`config.mk`:
```
export PLATFORM = sky130hd
export DESIGN_NAME = branch_cmp_predictor
export DESIGN_NICKNAME = d
export VERILOG_FILES = /design/src/rtl/branch_cmp_predictor_pkg.sv /design/src/rtl/bcp_cond_eval.sv /design/src/rtl/branch_cmp_predictor.sv
export SDC_FILE = /design/constraint.sdc
export NUM_CORES = 1
export LEC_CHECK = 0
export ABC_AREA = 1
export CAP_MARGIN = 20
export CORE_ASPECT_RATIO = 0.7
export CORE_MARGIN = 2
export CORE_UTILIZATION = 30
export DETAILED_ROUTE_END_ITERATION = 8
export GPL_ROUTABILITY_DRIVEN = 0
export HOLD_SLACK_MARGIN = 0.15
export PLACE_DENSITY = 0.61
export SLEW_MARGIN = 40
export SYNTH_ARGS = -nofsm -noshare
export SYNTH_HDL_FRONTEND = slang
export SYNTH_HIERARCHICAL = 1
export SYNTH_SLANG_ARGS = --single-unit
```
`constraint.sdc`:
```
create_clock -name clk -period 3.6 [get_ports clk]
set_input_delay 0.72 -clock clk [delete_from_list [all_inputs] [get_ports clk]]
set_output_delay 0.72 -clock clk [all_outputs]
set_load 0.05 [all_outputs]
```
`src/rtl/branch_cmp_predictor_pkg.sv`:
```
// Shared types for the ID-stage branch comparator / PHT predictor.
// Latency: n/a (types, constants and a pure helper only).
// Backpressure: n/a.
package branch_cmp_predictor_pkg;

   // Coded branch condition carried from decode; codes 10..15 are non-branch.
   typedef enum logic [3:0] {
      COND_EQ   = 4'd0,
      COND_NE   = 4'd1,
      COND_GEZ  = 4'd2,
      COND_GTZ  = 4'd3,
      COND_LEZ  = 4'd4,
      COND_LTZ  = 4'd5,
      COND_RTZ  = 4'd6,
      COND_RTNZ = 4'd7,
      COND_ALW  = 4'd8,
      COND_NEV  = 4'd9
   } cond_e;

   // Table initialisation sequencer states.
   typedef enum logic {
      ST_INIT = 1'b0,
      ST_RUN  = 1'b1
   } state_e;

   // Only the data-dependent conditions train the PHT; unconditional,
   // rt-only and undefined codes never touch it.
   function automatic logic cond_trainable(input logic [3:0] cond);
      return (cond <= 4'(COND_LTZ));
   endfunction

endpackage

```
`src/rtl/bcp_cond_eval.sv`:
```
// Combinational branch condition evaluator: cond/rs/rt -> cmp (two's complement).
// Latency: 0 cycles, purely combinational.
// Backpressure: none; the result is always driven.
module bcp_cond_eval
   import branch_cmp_predictor_pkg::*;
#(
   parameter int DATA_W = 32
) (
   input  logic [3:0]        cond,
   input  logic [DATA_W-1:0] rs,
   input  logic [DATA_W-1:0] rt,
   output logic              cmp
);

   logic rs_neg;
   logic rs_zero;
   logic rt_zero;

   assign rs_neg  = rs[DATA_W-1];
   assign rs_zero = (rs == '0);
   assign rt_zero = (rt == '0);

   // Decode the condition code; undefined codes evaluate to not-taken.
   always_comb begin
      cmp = 1'b0;
      case (cond)
         COND_EQ:   cmp = (rs == rt);
         COND_NE:   cmp = (rs != rt);
         COND_GEZ:  cmp = ~rs_neg;
         COND_GTZ:  cmp = ~rs_neg & ~rs_zero;
         COND_LEZ:  cmp = rs_neg | rs_zero;
         COND_LTZ:  cmp = rs_neg;
         COND_RTZ:  cmp = rt_zero;
         COND_RTNZ: cmp = ~rt_zero;
         COND_ALW:  cmp = 1'b1;
         COND_NEV:  cmp = 1'b0;
         default:   cmp = 1'b0;
      endcase
   end

endmodule

```
`src/rtl/branch_cmp_predictor.sv`:
```
// ID-stage branch resolver with a PHT of saturating counters; optional stats via BRANCH_STATS_EN.
// Latency: cmp 0 cycles; lk_taken, mispredict and mp_pc 1 cycle; init takes PHT_DEPTH cycles.
// Backpressure: rs_stall drops the resolve (no training); resolves are dropped until init_done.
module branch_cmp_predictor
   import branch_cmp_predictor_pkg::*;
#(
   parameter int DATA_W    = 32,
   parameter int PHT_DEPTH = 64,
   parameter int CTR_W     = 2
) (
   input  logic              clk,
   input  logic              reset,
   input  logic              lk_valid,
   input  logic [31:0]       lk_pc,
   output logic              lk_taken,
   output logic              init_done,
   input  logic              rs_valid,
   input  logic              rs_stall,
   input  logic [3:0]        rs_cond,
   input  logic [31:0]       rs_pc,
   input  logic [DATA_W-1:0] rs_data_rs,
   input  logic [DATA_W-1:0] rs_data_rt,
   input  logic              rs_pred_taken,
   output logic              cmp,
   output logic              mispredict,
   output logic [31:0]       mp_pc
`ifdef BRANCH_STATS_EN
   ,
   input  logic              stat_clr,
   output logic [31:0]       stat_resolved,
   output logic [31:0]       stat_mispred
`endif
);

   localparam int IDX_W = $clog2(PHT_DEPTH);
   localparam logic [CTR_W-1:0] CTR_WNT  = {1'b0, {(CTR_W-1){1'b1}}};
   localparam logic [CTR_W-1:0] CTR_MAX  = '1;
   localparam logic [CTR_W-1:0] CTR_ONE  = CTR_W'(1);
   localparam logic [IDX_W-1:0] IDX_LAST = IDX_W'(PHT_DEPTH - 1);

   state_e           state_q;
   state_e           state_d;
   logic [IDX_W-1:0] init_ptr_q;
   logic [CTR_W-1:0] pht [PHT_DEPTH];

   logic [IDX_W-1:0] lk_idx;
   logic [IDX_W-1:0] rs_idx;
   logic             fire;
   logic             wrong;
   logic             pht_we;
   logic [IDX_W-1:0] pht_widx;
   logic [CTR_W-1:0] pht_wdat;
   logic [CTR_W-1:0] ctr_cur;
   logic [CTR_W-1:0] ctr_nxt;
   logic             unused_pc_bits;

   assign lk_idx = lk_pc[IDX_W+1:2];
   assign rs_idx = rs_pc[IDX_W+1:2];
   // Word-aligned PCs: low bits and bits above the index never select an entry.
   assign unused_pc_bits = ^{lk_pc[31:IDX_W+2], lk_pc[1:0]};

   bcp_cond_eval #(
      .DATA_W (DATA_W)
   ) u_cond_eval (
      .cond (rs_cond),
      .rs   (rs_data_rs),
      .rt   (rs_data_rt),
      .cmp  (cmp)
   );

   assign fire    = rs_valid & ~rs_stall & init_done & cond_trainable(rs_cond);
   assign wrong   = (cmp != rs_pred_taken);
   assign ctr_cur = pht[rs_idx];

   // Saturating counter step toward the resolved direction.
   always_comb begin
      ctr_nxt = ctr_cur;
      if (cmp) begin
         if (ctr_cur != CTR_MAX) ctr_nxt = ctr_cur + CTR_ONE;
      end else begin
         if (ctr_cur != '0) ctr_nxt = ctr_cur - CTR_ONE;
      end
   end

   // Sequencer state, init pointer and init_done flag.
   always_ff @(posedge clk or negedge reset) begin
      if (!reset) begin
         state_q    <= ST_INIT;
         init_ptr_q <= '0;
         init_done  <= 1'b0;
      end else begin
         state_q   <= state_d;
         init_done <= (state_d == ST_RUN);
         if (state_q == ST_INIT) init_ptr_q <= init_ptr_q + IDX_W'(1);
      end
   end

   // Next state and the single PHT write port: init sweep has priority.
   always_comb begin
      state_d  = state_q;
      pht_we   = 1'b0;
      pht_widx = init_ptr_q;
      pht_wdat = CTR_WNT;
      case (state_q)
         ST_INIT: begin
            pht_we = 1'b1;
            if (init_ptr_q == IDX_LAST) state_d = ST_RUN;
         end
         ST_RUN: begin
            if (fire) begin
               pht_we   = 1'b1;
               pht_widx = rs_idx;
               pht_wdat = ctr_nxt;
            end
         end
         default: state_d = ST_INIT;
      endcase
   end

   // PHT storage; contents are defined by the init sweep, not by reset.
   always_ff @(posedge clk) begin
      if (pht_we) pht[pht_widx] <= pht_wdat;
   end

   // Registered lookup; same-cycle writes are not visible (read-before-write).
   always_ff @(posedge clk or negedge reset) begin
      if (!reset) lk_taken <= 1'b0;
      else        lk_taken <= lk_valid & (state_q == ST_RUN) & pht[lk_idx][CTR_W-1];
   end

   // Mispredict pulse and the PC of the branch that caused it.
   always_ff @(posedge clk or negedge reset) begin
      if (!reset) begin
         mispredict <= 1'b0;
         mp_pc      <= '0;
      end else begin
         mispredict <= fire & wrong;
         if (fire) mp_pc <= rs_pc;
      end
   end

`ifdef BRANCH_STATS_EN
   // Saturating resolve / mispredict counters; clear beats increment.
   always_ff @(posedge clk or negedge reset) begin
      if (!reset) begin
         stat_resolved <= '0;
         stat_mispred  <= '0;
      end else if (stat_clr) begin
         stat_resolved <= '0;
         stat_mispred  <= '0;
      end else if (fire) begin
         if (stat_resolved != '1)  stat_resolved <= stat_resolved + 32'd1;
         if (wrong && stat_mispred != '1) stat_mispred <= stat_mispred + 32'd1;
      end
   end
`endif

endmodule
```
---- After elaboration in Yosys (flattened, before gate mapping) ----
Memories as Yosys holds them, arrays and structs flattened.
Cells that the tools add are included.
Widths: inputs -> output; s select.
operators by class
  add/subtract/negate cells ............... 3
  $lt $le $gt $ge ......................... 1
  eq/ne operators ......................... 13
  multiplexer cells ....................... 14
  bitwise logic cells ..................... 13
  reduce and logical (&&, ||, !) cells .... 4
operators by type and width
  kind                 count
  $logic_not 32->1     2
  $eq 32x32->1         1
  $ne 32x32->1         1
  $eq 4x3->1 const B   4
  $mux 6               2
  $mux 2               5
  $pmux 1 s9           1
  $eq 4x2->1 const B   2
  $and 1x1->1          7
  $add 6x1->6 const B  1
  $eq 6x6->1 const B   1
  $mux 1               5
  $not 1->1            5
  $eq 4x1->1 const B   1
  $eq 4x4->1 const B   1
  $le 4x3->1 const B   1
  $logic_not 4->1      1
  $add 2x1->2 const B  1
  $ne 2x2->1 const B   1
  $pmux 1 s2           1
  $reduce_bool 2->1    1
  $sub 2x1->2 const B  1
  $ne 1x1->1           1
  $or 1x1->1           1
storage, ports and cells
  bits in registers ....................... 41
  memory bits (writable) .................. 128
  bits of input ports ..................... 138
  output and inout bits ................... 36
  logic and storage cells ................. 54
  memories kept ........................... 1
memories
  memory  depth  bits a word  read ports  clocked after memory_dff  write ports  RTL line                    source
  pht     64     2            2           0                         1            branch_cmp_predictor.sv:44  logic [CTR_W-1:0] pht [PHT_DEPTH];

---- Depth between registers and ports, before layout ----
  depth after elaboration ................. 8
  gate-level depth with buffers ........... 15
  gate-level depth less buffers ........... 15

---- By module ----
Netlist, hierarchy kept.
modules (own cells, without submodules)
  module                instances  cells an instance  area an instance (µm²)  sequential area each (µm²)
  branch_cmp_predictor  1          833                7831.3                  4869.7
  bcp_cond_eval         1          217                943.4                   0.0

---- Worst setup path after synthesis ----
Ideal clock, no wire load.
  path type ............................... input -> register
  start ................................... input rs_data_rt[17]
  end ..................................... memory pht[0][1] (data pin)
  library setup time ...................... 0.499 ns
  arrival ................................. 3.527 ns
  required time ........................... 3.101 ns
  path slack .............................. -0.426 ns
  cell stages on the path ................. 12
  buffers on the path ..................... 0
  cells stage by stage .................... xnor2_1 nand2_1 nor2_1 nand2_1 nor2_1 nand3_1 nand3_1 nand2_1 nand2_1 nand3b_1 nand2_1 nor2_1
on the way
  longest elaborated chain between the ends .. 6
  elaborated cells between the ends (all ways) .. 8
  classes of those cells .................. 2 x eq/ne; 4 x mux; 1 x bitwise; 1 x reduce/logical
RTL lines
  what              RTL line                     source
  start, declared   branch_cmp_predictor.sv:22   input logic [DATA_W-1:0] rs_data_rt,
  $logic_not 32->1  bcp_cond_eval.sv:21          assign rt_zero = (rt == '0);
  $not 1->1         bcp_cond_eval.sv:34          COND_RTNZ: cmp = ~rt_zero;
  $pmux 1 s9 (*)    bcp_cond_eval.sv:26          case (cond)
  net cmp           branch_cmp_predictor.sv:24   output logic cmp,
  $mux 2 (*)        branch_cmp_predictor.sv:78   if (cmp) begin
  $mux 2 (*)        branch_cmp_predictor.sv:110  if (fire) begin
  $mux 2 (*)        branch_cmp_predictor.sv:104  case (state_q)
  net pht_wdat[1]   branch_cmp_predictor.sv:52   logic [CTR_W-1:0] pht_wdat;
  end, declared     branch_cmp_predictor.sv:44
Mark *: on every way through the listed nets, which the timed path passes. The rest lies on a longest branch.

---- Final worst setup path ----
  start ................................... input rs_data_rt[5]
  end ..................................... output cmp
on the way
  longest elaborated chain between the ends .. 3
  elaborated cells between the ends (all ways) .. 5
  classes of those cells .................. 2 x eq/ne; 1 x mux; 1 x bitwise; 1 x reduce/logical
RTL lines
  what              RTL line
  $logic_not 32->1  bcp_cond_eval.sv:21
  $not 1->1         bcp_cond_eval.sv:34
  $pmux 1 s9 (*)    bcp_cond_eval.sv:26
  end, declared     branch_cmp_predictor.sv:24
Mark *: on every way between the ends. The rest lies on a longest branch, timed or not.

==> results.yml <==
global_route:
  track_usage: 0.178
  antenna_found_initial: 0
  grt_pass1_wl_mm: 42.5
  grt_max_degree: 67
  grt_pass1_vias: 7627
  grt_overflow: 0
logic_synthesis:
  yosysWarningCount: 6
  ys_types: 31
  synth_ff_type: "edfxtp_1"
  syn_area_um2: 8770
  async_reset_ff_frac: 0.243
  synth_nets: 1189
  yosys.area.top_type: "edfxtp_1"
  syn-instance-count: 1050
  synth_area_leaders: "edfxtp_1 44%, nand2_1 16%, dfrtp_1 12%"
  synth_edf_count: 128
  synth.yosys.seq_area_share: 0.555
  syn_area_per_cell_um2: 8.36
  ys_seq_elements: 169
  synth_top_area_share: 0.438
worst_setup_path:
  critPathKind: "in -> out"
  startpoint_type: "input pin"
  end_kind: "output port"
  max_stage_delay_ns: 0.45
  path_cells: "clkdlybuf4s50_1, xnor2_1, nand2_1, nor2_1, nand2_1, nor2_1, nand2_1, nand2_1, nand3_1, nand2_1, nand2_1, buf_12"
  cp.arrival_ns: 2.55
  r2r_cells: 6
  rr_endpoint: "pht[31][1]$_DFFE_PP_"
  r2r_start: "state_q$_DFF_PN0_"
  cpMostUsedCell: "nand2_1"
  rrSetupSlack_ns: 0.89
  slowest_stage: "clkdlybuf4s50_1"
  crit_fanout: 5
  cp.required_ns: 2.88
timing:
  skew_ns: 0.0167
  fmax_mhz: 305
  fin_crit_sh: 0.910
  finalSetupTns_ns: 0
  setup_violations: 0
  period_needed_ns: 3.27
  hold_slack_ns: 0.261
  hold_violations: 0
  rsz0062_at_grt: "false"
  max-slew-margin-rel: 0.541
  max_slew.worst_pin.slew_ns: 0.687
  slew_viol_final: 0
final_layout:
  diodes: 0
  syn2layout_area_growth_pct: 30.1
  stdcell_count: 1593
  fin_nets: 1341
  fillers: 2853
  register_area_um2: 4870
  drive_above_1_share: 0.0658
  multiInputGateArea_um2: 3510
routing:
  drtIter0Drc: 639
  wl_per_cell_um: 16.9
  postRouteAntennaNets: 0
  viasPerCell: 4.89
  drt_pre_antenna_iters: 6
  finalWirelength_mm: 26.9
  drc_errors: 0
  via_count: 7787
clock_tree:
  htreeDepth: 4
  cts_buffers: 17
  clock_latency_ns: 0.43
  cts_hold_buf: 0
  cts_sinks: 169
  post-cts-setup-buffer-count: 0
  post_cts_resized: 0
  cts_tree: "done"
  cts_root_buf: "clkbuf_16"
  path_clk_slew_ns: 0.07
  clk_path_buf_depth: 2
job:
  cap_violations: 0
floorplanning:
  start_util: 0.304
  pin_count: 174
  die_y_um: 147
  die-area_um2: 30700
  die_x_um: 208
  core-area_um2: 28800
  row_count: 52
pwr:
  ir_worst_vdd_v: 0.000320
  powerDensity_nw_per_um2: 393
  total_power_uw: 4490
  leakage_uw: 0.00448
status:
  outcome: "finished clean"
min_path:
  hp-class: "in -> async"
placement:
  hpwlAfterDp_mm: 18.4
  dp.cells: 1561
  port_buffers: 147
==> worst max-delay path by stage <==
stage	start	end	depth (start not counted)
after floorplan	rs_data_rt[17]	pht[0][1]$_DFFE_PP_	12
after global placement	rs_cond[1]	pht[47][0]$_DFFE_PP_	8
after detailed placement	rs_cond[1]	pht[31][0]$_DFFE_PP_	8
after CTS	rs_data_rt[7]	cmp	12
after global routing	rs_data_rt[5]	cmp	12
final	rs_data_rt[5]	cmp	12
==> area by class of cell <==
type	instances	area share
clock buffers	18	0.0376
clock inverters	14	0.0163
inverters	51	0.0168
multi-input cells	786	0.307
flip-flops and latches	169	0.426
well taps	378	0.0414
repair buffers	177	0.154
==> Yosys cell counts (all sizes together) (11+ instances only) <==
cell and instances:
nand2 383, nor2 148, nand3 144, edfxtp 128, inv 49, dfrtp 41, o21ai 28, buf 25
xnor2 22, clkbuf 19, a21oi 17, nand4 11
==> per-layer routing <==
metal | vias up | GRT usage | part of all wire
met5 | - | 0 | 0
met4 | 0 | 0.0644 | 0.024
met3 | 49 | 0.0487 | 0.098
met2 | 363 | 0.282 | 0.44
met1 | 3582 | 0.236 | 0.44
li1 | 3793 | - | -
==> metrics by stage <==
| step | worst slack, ns | cell area, um2 | util |
|---|---|---|---|
| after floorplan | 0.235 | 8780 | - |
| after global placement | 0.183 | 10800 | 0.375 |
| after detailed placement | 0.113 | 10800 | 0.375 |
| after CTS | 0.323 | 11400 | 0.396 |
| after global routing | 0.119 | 11400 | 0.396 |
| final | 0.325 | 11400 | 0.396 |
==> state kept, by name, summed over array words and instances (netlist names) <==
| signal | flops |
|---|---|
| pht | 128 |
| state_q | 1 |
| mp_pc | 32 |
| mispredict | 1 |
| lk_taken | 1 |
| init_ptr_q | 6 |
==> cells in the final DEF (no fill, tap or decap), types with 6 or more instances in the layout <==
cell and count:
nand2_1 383, nor2_1 146, clkdlybuf4s50_1 144, nand3_1 143, edfxtp_1 128, inv_1 43, dfrtp_1 41, o21ai_0 27
buf_4 26, xnor2_1 22, clkbuf_16 17, a21oi_1 12, nand4_1 10, nor4_1 9, inv_2 6, buf_12 6
==> worst max-delay path, delay by kind of cell <==
| kind | cells | cell delay, ns |
|---|---|---|
| XOR/XNOR | 1 | 0.28 |
| AND/OR/NAND/NOR | 9 | 0.86 |
| buffers and inverters | 2 | 0.68 |
==> where the power goes <==
group | switching, uW | internal (uW) | leakage, uW
Sequential | 0 | 2070 | 0.00146
Clock | 822 | 1110 | 0.000290
Combinational | 267 | 215 | 0.00274
Total | 1090 | 3400 | 0.00448
==> cells by family (layout without fill, tap and decap cells) <==
family	count (synthesis)	count (layout)	synth area share
AOI/OAI and AO/OA	59	59	0.0428
xor gates and xnor gates	25	25	0.0250
adders and majority gates	1	1	0.00143
buffers and inverters	95	260	0.0461
DFF	169	169	0.555
and+or+nand+nor	701	701	0.330
Note: power is estimated with default switching activity, not from simulation.
